[src/rtl/apu_pkg.sv]
// Shared APU constants: frame-sequencer defaults, per-step pulse masks and the
// NRx2 envelope register layout used by every channel's envelope unit.
package apu_pkg;

    localparam int FS_DIV_DEFAULT = 8192;
    localparam int LEN_MAX        = 64;

    // Bit n set means the pulse fires when step n executes.
    localparam logic [7:0] LEN_STEPS   = 8'b0101_0101;
    localparam logic [7:0] SWEEP_STEPS = 8'b0100_0100;
    localparam logic [7:0] ENV_STEPS   = 8'b1000_0000;

    typedef struct packed {
        logic [3:0] vol;
        logic       dir;
        logic [2:0] period;
    } env_cfg_t;

endpackage

[src/rtl/apu_envelope_m.sv]
// Volume envelope unit: period timer plus saturating volume stepper.
// A trigger reloads volume and timer and wins over a same-cycle envelope clock.
module apu_envelope_m
    import apu_pkg::*;
(
    input  logic       clk_i,
    input  logic       clr_i,
    input  logic       trigger_i,
    input  logic       env_clk_i,
    input  env_cfg_t   cfg_i,
    output logic [3:0] volume_o
);

    logic [3:0] timer_q, timer_d;
    logic [3:0] vol_q, vol_d;

    always_comb begin
        timer_d = timer_q;
        vol_d   = vol_q;
        if (trigger_i) begin
            vol_d   = cfg_i.vol;
            timer_d = (cfg_i.period == 3'd0) ? 4'd8 : {1'b0, cfg_i.period};
        end else if (env_clk_i && cfg_i.period != 3'd0) begin
            // A timer of 0 (never triggered) is treated like an expiry.
            if (timer_q <= 4'd1) begin
                timer_d = {1'b0, cfg_i.period};
                if (cfg_i.dir && vol_q != 4'd15) begin
                    vol_d = vol_q + 4'd1;
                end else if (!cfg_i.dir && vol_q != 4'd0) begin
                    vol_d = vol_q - 4'd1;
                end
            end else begin
                timer_d = timer_q - 4'd1;
            end
        end
    end

    always_ff @(posedge clk_i) begin
        if (clr_i) begin
            timer_q <= 4'd0;
            vol_q   <= 4'd0;
        end else begin
            timer_q <= timer_d;
            vol_q   <= vol_d;
        end
    end

    assign volume_o = vol_q;

endmodule

[src/rtl/apu_ch2_sequencer_m.sv]
// Frame sequencer (512 Hz step pulses) plus channel-2 trigger, length and envelope control.
// Optional macro APU_LEN_EXTRA_CLK_EN adds the DMG extra length clock on a len_enable rise.
module apu_ch2_sequencer_m #(
    parameter int FS_DIV  = apu_pkg::FS_DIV_DEFAULT,
    parameter int LEN_MAX = apu_pkg::LEN_MAX
) (
    input  logic       clk,
    input  logic       rst,
    input  logic       gb_tick,
    input  logic       apu_on,
    input  logic       len_load,
    input  logic [5:0] len_data,
    input  logic       len_enable,
    input  logic       trigger,
    input  logic [7:0] env_cfg,
    output logic [2:0] frame_step,
    output logic       len_clk,
    output logic       sweep_clk,
    output logic       env_clk,
    output logic       ch_active,
    output logic [3:0] ch_volume,
    output logic       dac_en
);
    import apu_pkg::*;

    localparam int            DW         = (FS_DIV > 1) ? $clog2(FS_DIV) : 1;
    localparam logic [DW-1:0] DIV_LAST   = DW'(FS_DIV - 1);
    localparam logic [6:0]    LEN_RELOAD = 7'(LEN_MAX);

    logic [DW-1:0] div_q, div_d;
    logic [2:0]    step_q, step_d;
    logic          len_clk_q, len_clk_d;
    logic          sweep_clk_q, sweep_clk_d;
    logic          env_clk_q, env_clk_d;
    logic [6:0]    len_cnt_q, len_cnt_d;
    logic [6:0]    len_base, len_mid;
    logic          active_q, active_d;
    logic          seq_clr;

    assign seq_clr = rst || !apu_on;
    assign dac_en  = (env_cfg[7:3] != 5'd0);

    always_comb begin
        div_d       = div_q;
        step_d      = step_q;
        len_clk_d   = 1'b0;
        sweep_clk_d = 1'b0;
        env_clk_d   = 1'b0;
        if (gb_tick) begin
            if (div_q == DIV_LAST) begin
                div_d       = '0;
                step_d      = step_q + 3'd1;
                len_clk_d   = LEN_STEPS[step_d];
                sweep_clk_d = SWEEP_STEPS[step_d];
                env_clk_d   = ENV_STEPS[step_d];
            end else begin
                div_d = div_q + 1'b1;
            end
        end
    end

`ifdef APU_LEN_EXTRA_CLK_EN
    logic len_en_q;
    logic extra_zero;

    always_ff @(posedge clk) begin
        if (seq_clr) len_en_q <= 1'b0;
        else         len_en_q <= len_enable;
    end
`endif

    // A fresh len_load value is the starting point for every other length action.
    assign len_base = len_load ? (7'd64 - {1'b0, len_data}) : len_cnt_q;

    always_comb begin
        len_mid  = len_base;
        active_d = active_q;
`ifdef APU_LEN_EXTRA_CLK_EN
        extra_zero = 1'b0;
        if (len_enable && !len_en_q && !step_q[0] && len_base != 7'd0) begin
            len_mid    = len_base - 7'd1;
            extra_zero = (len_mid == 7'd0);
        end
        if (extra_zero && !trigger) active_d = 1'b0;
`endif
        len_cnt_d = len_mid;
        if (trigger) begin
            active_d = dac_en;
            if (len_mid == 7'd0) len_cnt_d = LEN_RELOAD;
        end else if (len_clk_q && !len_load && len_enable && len_mid != 7'd0) begin
            len_cnt_d = len_mid - 7'd1;
            if (len_cnt_d == 7'd0) active_d = 1'b0;
        end
        if (!dac_en) active_d = 1'b0;
    end

    always_ff @(posedge clk) begin
        if (seq_clr) begin
            div_q       <= '0;
            step_q      <= 3'd7;
            len_clk_q   <= 1'b0;
            sweep_clk_q <= 1'b0;
            env_clk_q   <= 1'b0;
            len_cnt_q   <= 7'd0;
            active_q    <= 1'b0;
        end else begin
            div_q       <= div_d;
            step_q      <= step_d;
            len_clk_q   <= len_clk_d;
            sweep_clk_q <= sweep_clk_d;
            env_clk_q   <= env_clk_d;
            len_cnt_q   <= len_cnt_d;
            active_q    <= active_d;
        end
    end

    apu_envelope_m u_env (
        .clk_i     (clk),
        .clr_i     (seq_clr),
        .trigger_i (trigger),
        .env_clk_i (env_clk_q),
        .cfg_i     (env_cfg_t'(env_cfg)),
        .volume_o  (ch_volume)
    );

    assign frame_step = step_q;
    assign len_clk    = len_clk_q;
    assign sweep_clk  = sweep_clk_q;
    assign env_clk    = env_clk_q;
    assign ch_active  = active_q;

endmodule

[config.mk]
export PLATFORM = sky130hd
export DESIGN_NAME = apu_ch2_sequencer_m
export DESIGN_NICKNAME = d
export VERILOG_FILES = /design/src/rtl/apu_pkg.sv /design/src/rtl/apu_envelope_m.sv /design/src/rtl/apu_ch2_sequencer_m.sv
export SDC_FILE = /design/constraint.sdc
export NUM_CORES = 1
export LEC_CHECK = 0
export ABC_AREA = 1
export CELL_PAD_IN_SITES_DETAIL_PLACEMENT = 0
export CELL_PAD_IN_SITES_GLOBAL_PLACEMENT = 1
export CORE_MARGIN = 1.5
export CORE_UTILIZATION = 41
export DETAILED_ROUTE_END_ITERATION = 8
export PLACE_DENSITY_LB_ADDON = 0.1
export SLEW_MARGIN = 20
export SYNTH_ARGS = -nofsm -noshare
export SYNTH_HDL_FRONTEND = slang
export SYNTH_SLANG_ARGS = --single-unit
[constraint.sdc]
create_clock -name clk -period 3.3 [get_ports clk]
set_input_delay 0.66 -clock clk [delete_from_list [all_inputs] [get_ports clk]]
set_output_delay 0.66 -clock clk [all_outputs]
set_load 0.1 [all_outputs]
Yosys cells after proc, flatten, opt, wreduce, memory -nomap -nowiden
Memories as Yosys holds them, arrays and structs flattened. A register that Yosys moved wholly into a read port is not among the register bits.
Index checks and enable logic that the tools add are counted.
Word-level totals
  register bits after elaboration: 32
  bits in read-only memories: 24
  input port bits: 21
  output and inout port bits: 12
  logic and storage cells: 66
  memories: 3
Memories
  (no name shown): words 8, bits a word 1, rd ports 1, clocked after memory_dff 1, write ports 0, line apu_ch2_sequencer_m.sv:55  | env_clk_d = ENV_STEPS[step_d];
  (no name shown): words 8, bits a word 1, rd ports 1, clocked after memory_dff 1, write ports 0, line apu_ch2_sequencer_m.sv:54  | sweep_clk_d = SWEEP_STEPS[step_d];
  (no name shown): words 8, bits a word 1, rd ports 1, clocked after memory_dff 1, write ports 0, line apu_ch2_sequencer_m.sv:53  | len_clk_d = LEN_STEPS[step_d];
Cells by class
  add/subtract/negate cells: 7
  $lt $le $gt $ge: 1
  equal/unequal tests: 2
  multiplexer cells: 17
  bitwise operators: 3
  reductions and logical operators: 27
Operators with widths (number)
  $mux 4: 9
  $mux 7: 4
  $logic_not 7->1: 2
  $add 13x1->13 const B: 1
  $eq 13x13->1 const B: 1
  $mux 13: 1
  $reduce_bool 2->1: 4
  $sub 4x1->4 const B: 2
  $reduce_bool 7->1: 1
  $sub 7x1->7 const B: 1
  $sub 7x6->7 const A: 1
  $logic_and 1x1->1: 6
  $reduce_bool 3->1: 2
  $reduce_bool 5->1: 1
  $add 4x1->4 const B: 1
  $le 4x1->1 const B: 1
  $ne 4x4->1 const B: 1
  $reduce_and 2->1: 2
  $reduce_bool 4->1: 1
  $add 3x1->3 const B: 1
  $logic_not 1->1: 3
  $logic_not 3->1: 1
  $mux 1: 3
  $not 1->1: 3
  4 further kinds: 4

Logic depth before layout (Yosys ltp)
Gate-level depths: netlist of run 1.
  word-level depth: 7
  gate-level depth with buffers: 14
  gate-level depth less buffers: 14

Hierarchy
Synthesis of run 1 repeated with hierarchy kept, for this count alone.
Second synthesis, totals
  cells, all modules: 323
  area, all modules: 2265.9 um2
By module, submodules not included
  apu_ch2_sequencer_m: instances 1, cells an instance 231, area an instance 1636.6 um2, seq. area each 540.5 um2
  apu_envelope_m: instances 1, cells an instance 92, area an instance 629.4 um2, seq. area each 160.2 um2

Least setup slack after synthesis of run 1
Ideal clock, no wire load.
  path type: register to register
  start: register u_env.vol_q[2] (netlist: u_env.volume_o[2])
  end: register u_env.vol_q[3] (netlist: u_env.volume_o[3])
  setup time: 0.122 ns
  data arrival time: 2.536 ns
  data required time: 3.178 ns
  setup slack: 0.642 ns
  stages on the path, launching flop included: 9
  buffers on the path: 0
  clock period less this slack: 2.658 ns
  path through: dfxtp_1 -> inv_1 -> o31ai_1 -> ha_1 -> a21oi_1 -> nand2_1 -> xor2_1 -> o21ai_0 -> a21oi_1
On the way
  word-level cells in the longest chain between the ends: 6
  elaborated cells between the ends (all ways): 13
  classes of those cells: 2 x add/sub; 1 x eq/ne; 5 x mux; 5 x reduce/logical
Ends and longest elaborated chain
  start: declaration: line apu_envelope_m.sv:15  | logic [3:0] vol_q, vol_d;
  start signal: assignment: line apu_envelope_m.sv:44  | vol_q <= vol_d;
  $sub 4x1->4 / $ne 4x4->1 (equally long branches): line apu_envelope_m.sv:30, apu_envelope_m.sv:27
  $mux 4 / $logic_and 1x1->1 (equally long branches): line apu_envelope_m.sv:29, apu_envelope_m.sv:27
  $mux 4: line apu_envelope_m.sv:27  | if (cfg_i.dir && vol_q != 4'd15) begin
  $mux 4: line apu_envelope_m.sv:25  | if (timer_q <= 4'd1) begin
  $mux 4: line apu_envelope_m.sv:23  | end else if (env_clk_i && cfg_i.period != 3'd0) begin
  $mux 4: line apu_envelope_m.sv:20  | if (trigger_i) begin
Several ways; a longest one is shown, not always the timed one. The select of a mux whose other input is x is not followed.
A chain may end at the register's enable or synchronous reset.

Final worst setup path of run 1
  start: input len_data[0]
  end: register len_cnt_q[5]
On the way
  word-level cells in the longest chain between the ends: 6
  elaborated cells between the ends (all ways): 9
  classes of those cells: 2 x add/sub; 4 x mux; 3 x reduce/logical
Ends and longest elaborated chain
  start: declaration: line apu_ch2_sequencer_m.sv:12  | input logic [5:0] len_data,
  $sub 7x6->7 (*): line apu_ch2_sequencer_m.sv:73  | assign len_base = len_load ? (7'd64 - {1'b0, len_data}) : len_cnt_q;
  $mux 7 (*): line apu_ch2_sequencer_m.sv:73
  parallel branches: the longest is 3 deep, another holds $sub 7x1->7
  $mux 7 (*): line apu_ch2_sequencer_m.sv:87  | if (trigger) begin
  end signal: assignment: line apu_ch2_sequencer_m.sv:112  | len_cnt_q <= len_cnt_d;
  end: declaration: line apu_ch2_sequencer_m.sv:35  | logic [6:0] len_cnt_q, len_cnt_d;
Mark *: on every way between the ends.

==> results of run 1 <==
## stage by stage
step	instances	total power, mW	utilization, %	worst slack (ps)	area [um^2]
detailed placement	415	0.6266	51.33	457.6	2489
floorplan	317	0.5668	-	642.1	2112
CTS	422	0.9469	53.14	757.6	2576
global route	422	0.9849	53.14	511.6	2576
finish	422	0.9297	53.14	745.2	2576
global placement	415	0.6269	51.33	532.6	2489
## cell usage after synthesis, drive strengths merged, types with 2 or more instances
cell type / n / area [um^2]
nand2: 73 / 286.5
nor2: 48 / 197.7
inv: 41 / 153.9
dfxtp: 35 / 700.7
nand3: 25 / 130.1
a21oi: 21 / 105.1
o21ai: 19 / 95.09
ha: 11 / 137.6
nor3: 10 / 50.05
xor2: 7 / 61.31
nand4: 5 / 31.28
or2: 5 / 31.28
o211ai: 3 / 22.52
clkbuf: 2 / 7.510
nor3b: 2 / 20.02
## cell type report
| class | count | area (um^2) | area share [%] |
|---|---|---|---|
| inverters | 42 | 157.7 | 6.119 |
| well taps | 67 | 83.83 | 3.254 |
| repair buffers | 34 | 305.3 | 11.85 |
| multi-input cells | 237 | 1241 | 48.18 |
| clock buffers | 6 | 82.58 | 3.205 |
| flip-flops and latches | 35 | 700.7 | 27.20 |
| clock inverters | 1 | 5.005 | 0.1943 |
## registers in the layout, indices dropped and copies added (netlist names)
name            cells
u_env.volume_o      4
len_clk             1
u_env.timer_q       4
env_clk             1
sweep_clk           1
frame_step          3
len_cnt_q           7
ch_active           1
div_q              13
## cells in the final DEF, fill, tap and decap left out
| cell | synthesis | routed |
|---|---|---|
| or2_1 | 1 | 1 |
| a31oi_1 | 1 | 1 |
| or2_2 | 4 | 4 |
| nor3b_2 | 1 | 1 |
| clkinv_2 | 0 | 1 |
| o21bai_1 | 1 | 1 |
| inv_1 | 41 | 41 |
| nor3b_1 | 1 | 1 |
| clkdlybuf4s50_1 | 0 | 20 |
| nand2_1 | 68 | 68 |
| clkinv_1 | 1 | 1 |
| nand2_2 | 5 | 5 |
| fa_1 | 1 | 1 |
| o21ai_0 | 19 | 19 |
| nor3_1 | 10 | 10 |
| nand3_2 | 1 | 1 |
| nand3_1 | 24 | 24 |
| nor2_1 | 45 | 45 |
| nor2_4 | 2 | 2 |
| dfxtp_1 | 35 | 35 |
| xor2_1 | 7 | 7 |
| o211ai_1 | 3 | 3 |
| buf_4 | 0 | 14 |
| nand4_1 | 5 | 5 |
| clkbuf_8 | 0 | 6 |
| o211a_1 | 1 | 1 |
| o31ai_1 | 1 | 1 |
| and3_1 | 1 | 1 |
| nor2_2 | 1 | 1 |
| ha_1 | 11 | 11 |
| a21oi_1 | 21 | 21 |
| o22ai_1 | 1 | 1 |
| xnor2_1 | 1 | 1 |
## per-layer routing
metal,share of wire (%),GRT usage (%)
met1,50,23.86
met2,46,30.65
met5,0,0
met3,2.6,4.150
met4,1.8,6.869
## worst max-delay path, delay by kind of cell
kind / cells / cell delay (ps)
buffers and inverters: 4 / 800
adders and majority gates: 2 / 450
AOI/OAI and AO/OA: 1 / 170
and+or+nand+nor: 7 / 660
## report_power, final
group          internal (mW)  total (mW)  switching (mW)
Clock                  0.164       0.313           0.149
Combinational         0.0665       0.177           0.111
Sequential             0.432       0.440         0.00832
Total                  0.662       0.930           0.268
## path summary, 6_finish.rpt
check                                 start                             end  slack, ps  cells past startpoint
max reg2reg  u_env.volume_o[0]$_SDFFE_PP0P_  u_env.volume_o[3]$_SDFFE_PP0P_        990                      8
min reg2reg           div_q[0]$_SDFFE_PP0P_           div_q[0]$_SDFFE_PP0P_        490                      2
min                   div_q[0]$_SDFFE_PP0P_           div_q[0]$_SDFFE_PP0P_        490                      2
max                             len_data[0]         len_cnt_q[5]$_SDFF_PP0_        750                     14
## cells by family (layout without fill, tap and decap cells)
kind of cell | after synthesis | count (layout) | synth area share (%)
buffers and inverters | 45 | 83 | 8.057
AND/OR/NAND/NOR | 169 | 169 | 35.66
XOR/XNOR | 8 | 8 | 3.318
flip-flops | 35 | 35 | 33.18
adder cells (fa/ha/maj) | 12 | 12 | 7.464
AO/OA/AOI/OAI | 48 | 48 | 12.32
==> results.json, run 1 <==
{
  "clk_path_buf_depth": 2,
  "antenna_left": 0,
  "drc": 0,
  "grt_pass1_wl_um": 7935,
  "rows": 25,
  "grt_setup_unrepaired": "false",
  "final.setup.tns_ps": 0,
  "setup_violations": 0,
  "gr-total-overflow": 0,
  "clock_skew_ps": 4.750,
  "ys_seq_area_share_pct": 33.18,
  "powerDensity_nw_per_um2": 360.9,
  "dieArea_um2": 5591,
  "status": "finished, final reports clean",
  "core_area_um2": 4848,
  "p_leak_nw": 1.148,
  "first_iter_violations": 84,
  "pin_count": 33,
  "antenna_found_initial": 0,
  "drive_gt1_share_pct": 9.859,
  "port_buffers": 32,
  "antennaDiodeCount": 0,
  "ys.flop_type": "dfxtp_1",
  "wl_per_cell_um": 11.16,
  "criticalPathCategory": "in2reg",
  "die_h_um": 74.77,
  "crit_slowest_cell": "clkdlybuf4s50_1",
  "cts.root.buffer_cell": "clkbuf_8",
  "syn2layout_area_growth_pct": 21.98,
  "num_vias": 2036,
  "globalplace.congestion": 0.8622,
  "post_cts_buffers": 0,
  "hp-class": "reg2reg",
  "cts_htree_levels": 2,
  "dp_hpwl_um": 3637,
  "ys_ff_latch": 35,
  "syn_nets": 350,
  "grt_max_degree": 13,
  "syn_inst": 317,
  "layout.nets": 388,
  "syn_area_per_cell_um2": 6.663,
  "critPathLaunchType": "input pin",
  "yosys.cell_types.count": 31,
  "cts_tree": "built",
  "die_w_um": 74.77,
  "worstPathRequired_ps": 3470,
  "syn_area_um2": 2112,
  "max_stage_delay_ps": 480,
  "clock_latency_ps": 280,
  "grt_usage_pct": 18.58,
  "cp.arrival_ps": 2730,
  "min_period_ps": 2555,
  "clkSlewWorstSetupHoldPaths_ps": 70,
  "holdBufCountCts": 0,
  "tightest_slew_ps": 636.7,
  "whs_ps": 491.3,
  "clkSinkCount": 35,
  "endpoint_kind": "flop",
  "maxSlewHeadroom_pct": 57.39,
  "num-fill-cells": 510,
  "maxCapViolations": 0,
  "cts-resized-gates": 0,
  "max_freq_mhz": 391.4,
  "yosys_warnings": 0,
  "dr.pass1.iters": 4,
  "initial_core_util_pct": 43.56,
  "viasPerCell": 4.825,
  "hold_viol_final": 0,
  "path_max_fanout": 10,
  "irDropWorstVdd_uv": 226.0,
  "cp_cell_sequence": "clkdlybuf4s50_1 -> inv_1 -> ha_1 -> nand2_1 -> nand2_1 -> inv_1 -> ha_1 -> nand3_1 -> nor2_1 -> nand2_1 -> nand2_2 -> inv_1 -> o21ai_0 -> nor2_1",
  "synth-edff-count": 0,
  "finalWirelength_um": 4708,
  "cts_buffers": 5,
  "min_period_over_period_pct": 77.42,
  "grt_pass1_vias": 1812,
  "maxSlewViolCount": 0,
  "async_flop_share_pct": 0
}
Power figures use the tool's default switching activity.
==> run 2, diff against run 1 <==
- CORE_UTILIZATION: 41 -> 38
- clock period: 3.3 -> 2.5 ns (I/O delays scaled with it)
==> run 2 against run 1 <==
  * Via count increased by 2.8%
  * Non-clock buffer count increased by 11
  * Count of clock-buffer cells in the layout unchanged
  * Highest routed layer unchanged
  * Sequential share of layout area decreased by 0.98 points
  * Clock power increased by 46%
  * Flip-flop and latch count unchanged
  * Cell area increased by 4.5%
  * Power increased by 38%
  * Critical path type unchanged
  * Sequential power increased by 32%
  * Hold slack got worse by 1.5 ps
  * Wire length increased by 3.1%
==> results.json, run 2 (same netlist as run 1, synthesis figures left out) <==
{
  "status": "finished, final reports clean",
  "pre_cts_slack_ps": -20.25,
  "finalWirelength_um": 4852,
  "critPathLaunchType": "input pin",
  "cts.root.buffer_cell": "clkbuf_8",
  "irDropWorstVdd_uv": 401.4,
  "max_freq_mhz": 451.8,
  "p_leak_nw": 1.209,
  "worstPathRequired_ps": 2690,
  "switchingPower_uw": 390.7,
  "cts_htree_levels": 2,
  "hold_viol_final": 0,
  "whs_ps": 489.8,
  "rows": 26,
  "min_from": "div_q[1]$_SDFFE_PP0P_",
  "clkSlewWorstSetupHoldPaths_ps": 80,
  "antenna_found_initial": 0,
  "viasPerCell": 4.792,
  "dieArea_um2": 6014,
  "grt_pass1_vias": 1883,
  "syn2layout_area_growth_pct": 27.43,
  "cts_tree": "built",
  "min_period_over_period_pct": 88.53,
  "clock_latency_ps": 300,
  "mostFrequentLayoutCell": "nand2_1",
  "post_cts_buffers": 0,
  "gr-total-overflow": 0,
  "powerDensity_nw_per_um2": 477.7,
  "drc": 0,
  "endpoint_kind": "flop",
  "dr.pass1.iters": 4,
  "grt_max_degree": 13,
  "largest_reg_flops": 13,
  "cts-resized-gates": 0,
  "initial_core_util_pct": 40.32,
  "core_area_um2": 5238,
  "holdBufCountCts": 0,
  "globalplace.congestion": 0.8317,
  "num_vias": 2094,
  "antennaDiodeCount": 0,
  "maxCapViolations": 0,
  "pin_count": 33,
  "top_register": "div_q",
  "instances_no_fill": 437,
  "dp_hpwl_um": 3791,
  "first_iter_violations": 100,
  "drive_gt1_share_pct": 13.90,
  "mostFrequentLayoutCells": "nand2_1 (68), nor2_1 (45), inv_1 (41), dfxtp_1 (31)",
  "wl_per_cell_um": 11.10,
  "grt_usage_pct": 17.66,
  "swShare_pct": 30.39,
  "grt_setup_unrepaired": "false",
  "p_comb_share_pct": 19.4,
  "p_seq_share_pct": 45.2,
  "final_area_um2": 2691,
  "grt_pass1_wl_um": 8411,
  "antenna_left": 0,
  "clkSinkCount": 35,
  "timing.rr.start": "u_env.volume_o[0]$_SDFFE_PP0P_",
  "path_max_fanout": 8,
  "setup_violations": 0,
  "maxSlewViolCount": 0,
  "p_clk_share_pct": 35.4,
  "tightest_slew_ps": 576.6,
  "die_h_um": 77.55,
  "min_period_ps": 2213,
  "port_buffers": 32,
  "cp.arrival_ps": 2410,
  "worst_slack_ps": 286.7,
  "criticalPathCategory": "in2reg",
  "placed_cell_area_um2": 2592,
  "setup.worst_path.start": "len_data[0]",
  "clk_path_buf_depth": 2,
  "clock_skew_ps": 4.343,
  "intPower_uw": 895.1,
  "top_regs": "div_q: 13 flops, len_cnt_q: 7 flops",
  "die_w_um": 77.55,
  "place_inst": 429,
  "layout.nets": 399,
  "maxSlewHeadroom_pct": 61.23,
  "hp-class": "reg2reg",
  "cts_buffers": 5
}
-- run 2: cell count changes in the layout (fill, tap and decap cells not counted), sizes merged --
cell	previous run	this run
clkinvlp	0	1
buf	14	25
-- run 2: area by class of cell --
class | count | area (um^2)
clock buffer | 6 | 82.58
inverter | 42 | 157.7
sequential | 35 | 705.7
fill | 507 | 2546
timing repair buffer | 45 | 400.4
tap | 70 | 87.58
clock inverter | 2 | 16.27
multi-input combinational | 237 | 1241
-- run 2: worst max-delay path, stage by stage --
cell and delay (ps):
clkdlybuf4s50_1 470, inv_1 50, ha_1 280, nand2_1 60, nand2_1 70, inv_1 100, ha_1 150, nand3_1 70
nor2_1 90, nand2_1 110, nand2_2 150, inv_1 90, o21ai_0 160, nor2_1 50
-- run 2: power groups by stage --
stage                     registers [mW]  clock network [mW]  logic (mW)
final                              0.581               0.456       0.250
after global routing               0.583               0.494       0.281
after CTS                          0.581               0.467       0.250
after detailed placement           0.594                   0       0.249
after global placement             0.594                   0       0.252
after floorplan                    0.619                   0       0.130
-- run 2: through the flow --
step | power [mW] | utilization [%] | setup TNS, ps
floorplan | 0.7490 | - | 0
global placement | 0.8458 | 49.50 | 0
detailed placement | 0.8429 | 49.50 | -24.86
CTS | 1.298 | 51.39 | 0
global route | 1.357 | 51.39 | 0
finish | 1.286 | 51.39 | 0
-- run 2: path summary, 6_finish.rpt --
| path | endpoint | slack (ps) | depth (start not counted) |
|---|---|---|---|
| min | div_q[1]$_SDFFE_PP0P_ | 490 | 2 |
| max | len_cnt_q[5]$_SDFF_PP0_ | 290 | 14 |
| max reg2reg | u_env.volume_o[3]$_SDFFE_PP0P_ | 340 | 8 |
| min reg2reg | div_q[1]$_SDFFE_PP0P_ | 490 | 2 |
-- run 2: metal layers --
| layer | up-vias | part of all wire [%] | GRT usage [%] |
|---|---|---|---|
| met5 | - | 0 | 0 |
| met4 | 0 | 1.6 | 6.000 |
| met3 | 8 | 3.7 | 4.824 |
| met2 | 34 | 46 | 27.98 |
| met1 | 932 | 48 | 23.07 |
| li1 | 1120 | - | - |
==> run 3, diff against run 2 <==
- GPL_TIMING_DRIVEN: default -> 1
==> results of run 3 <==
Final layout, timing and power as in run 2 (identical DEF).
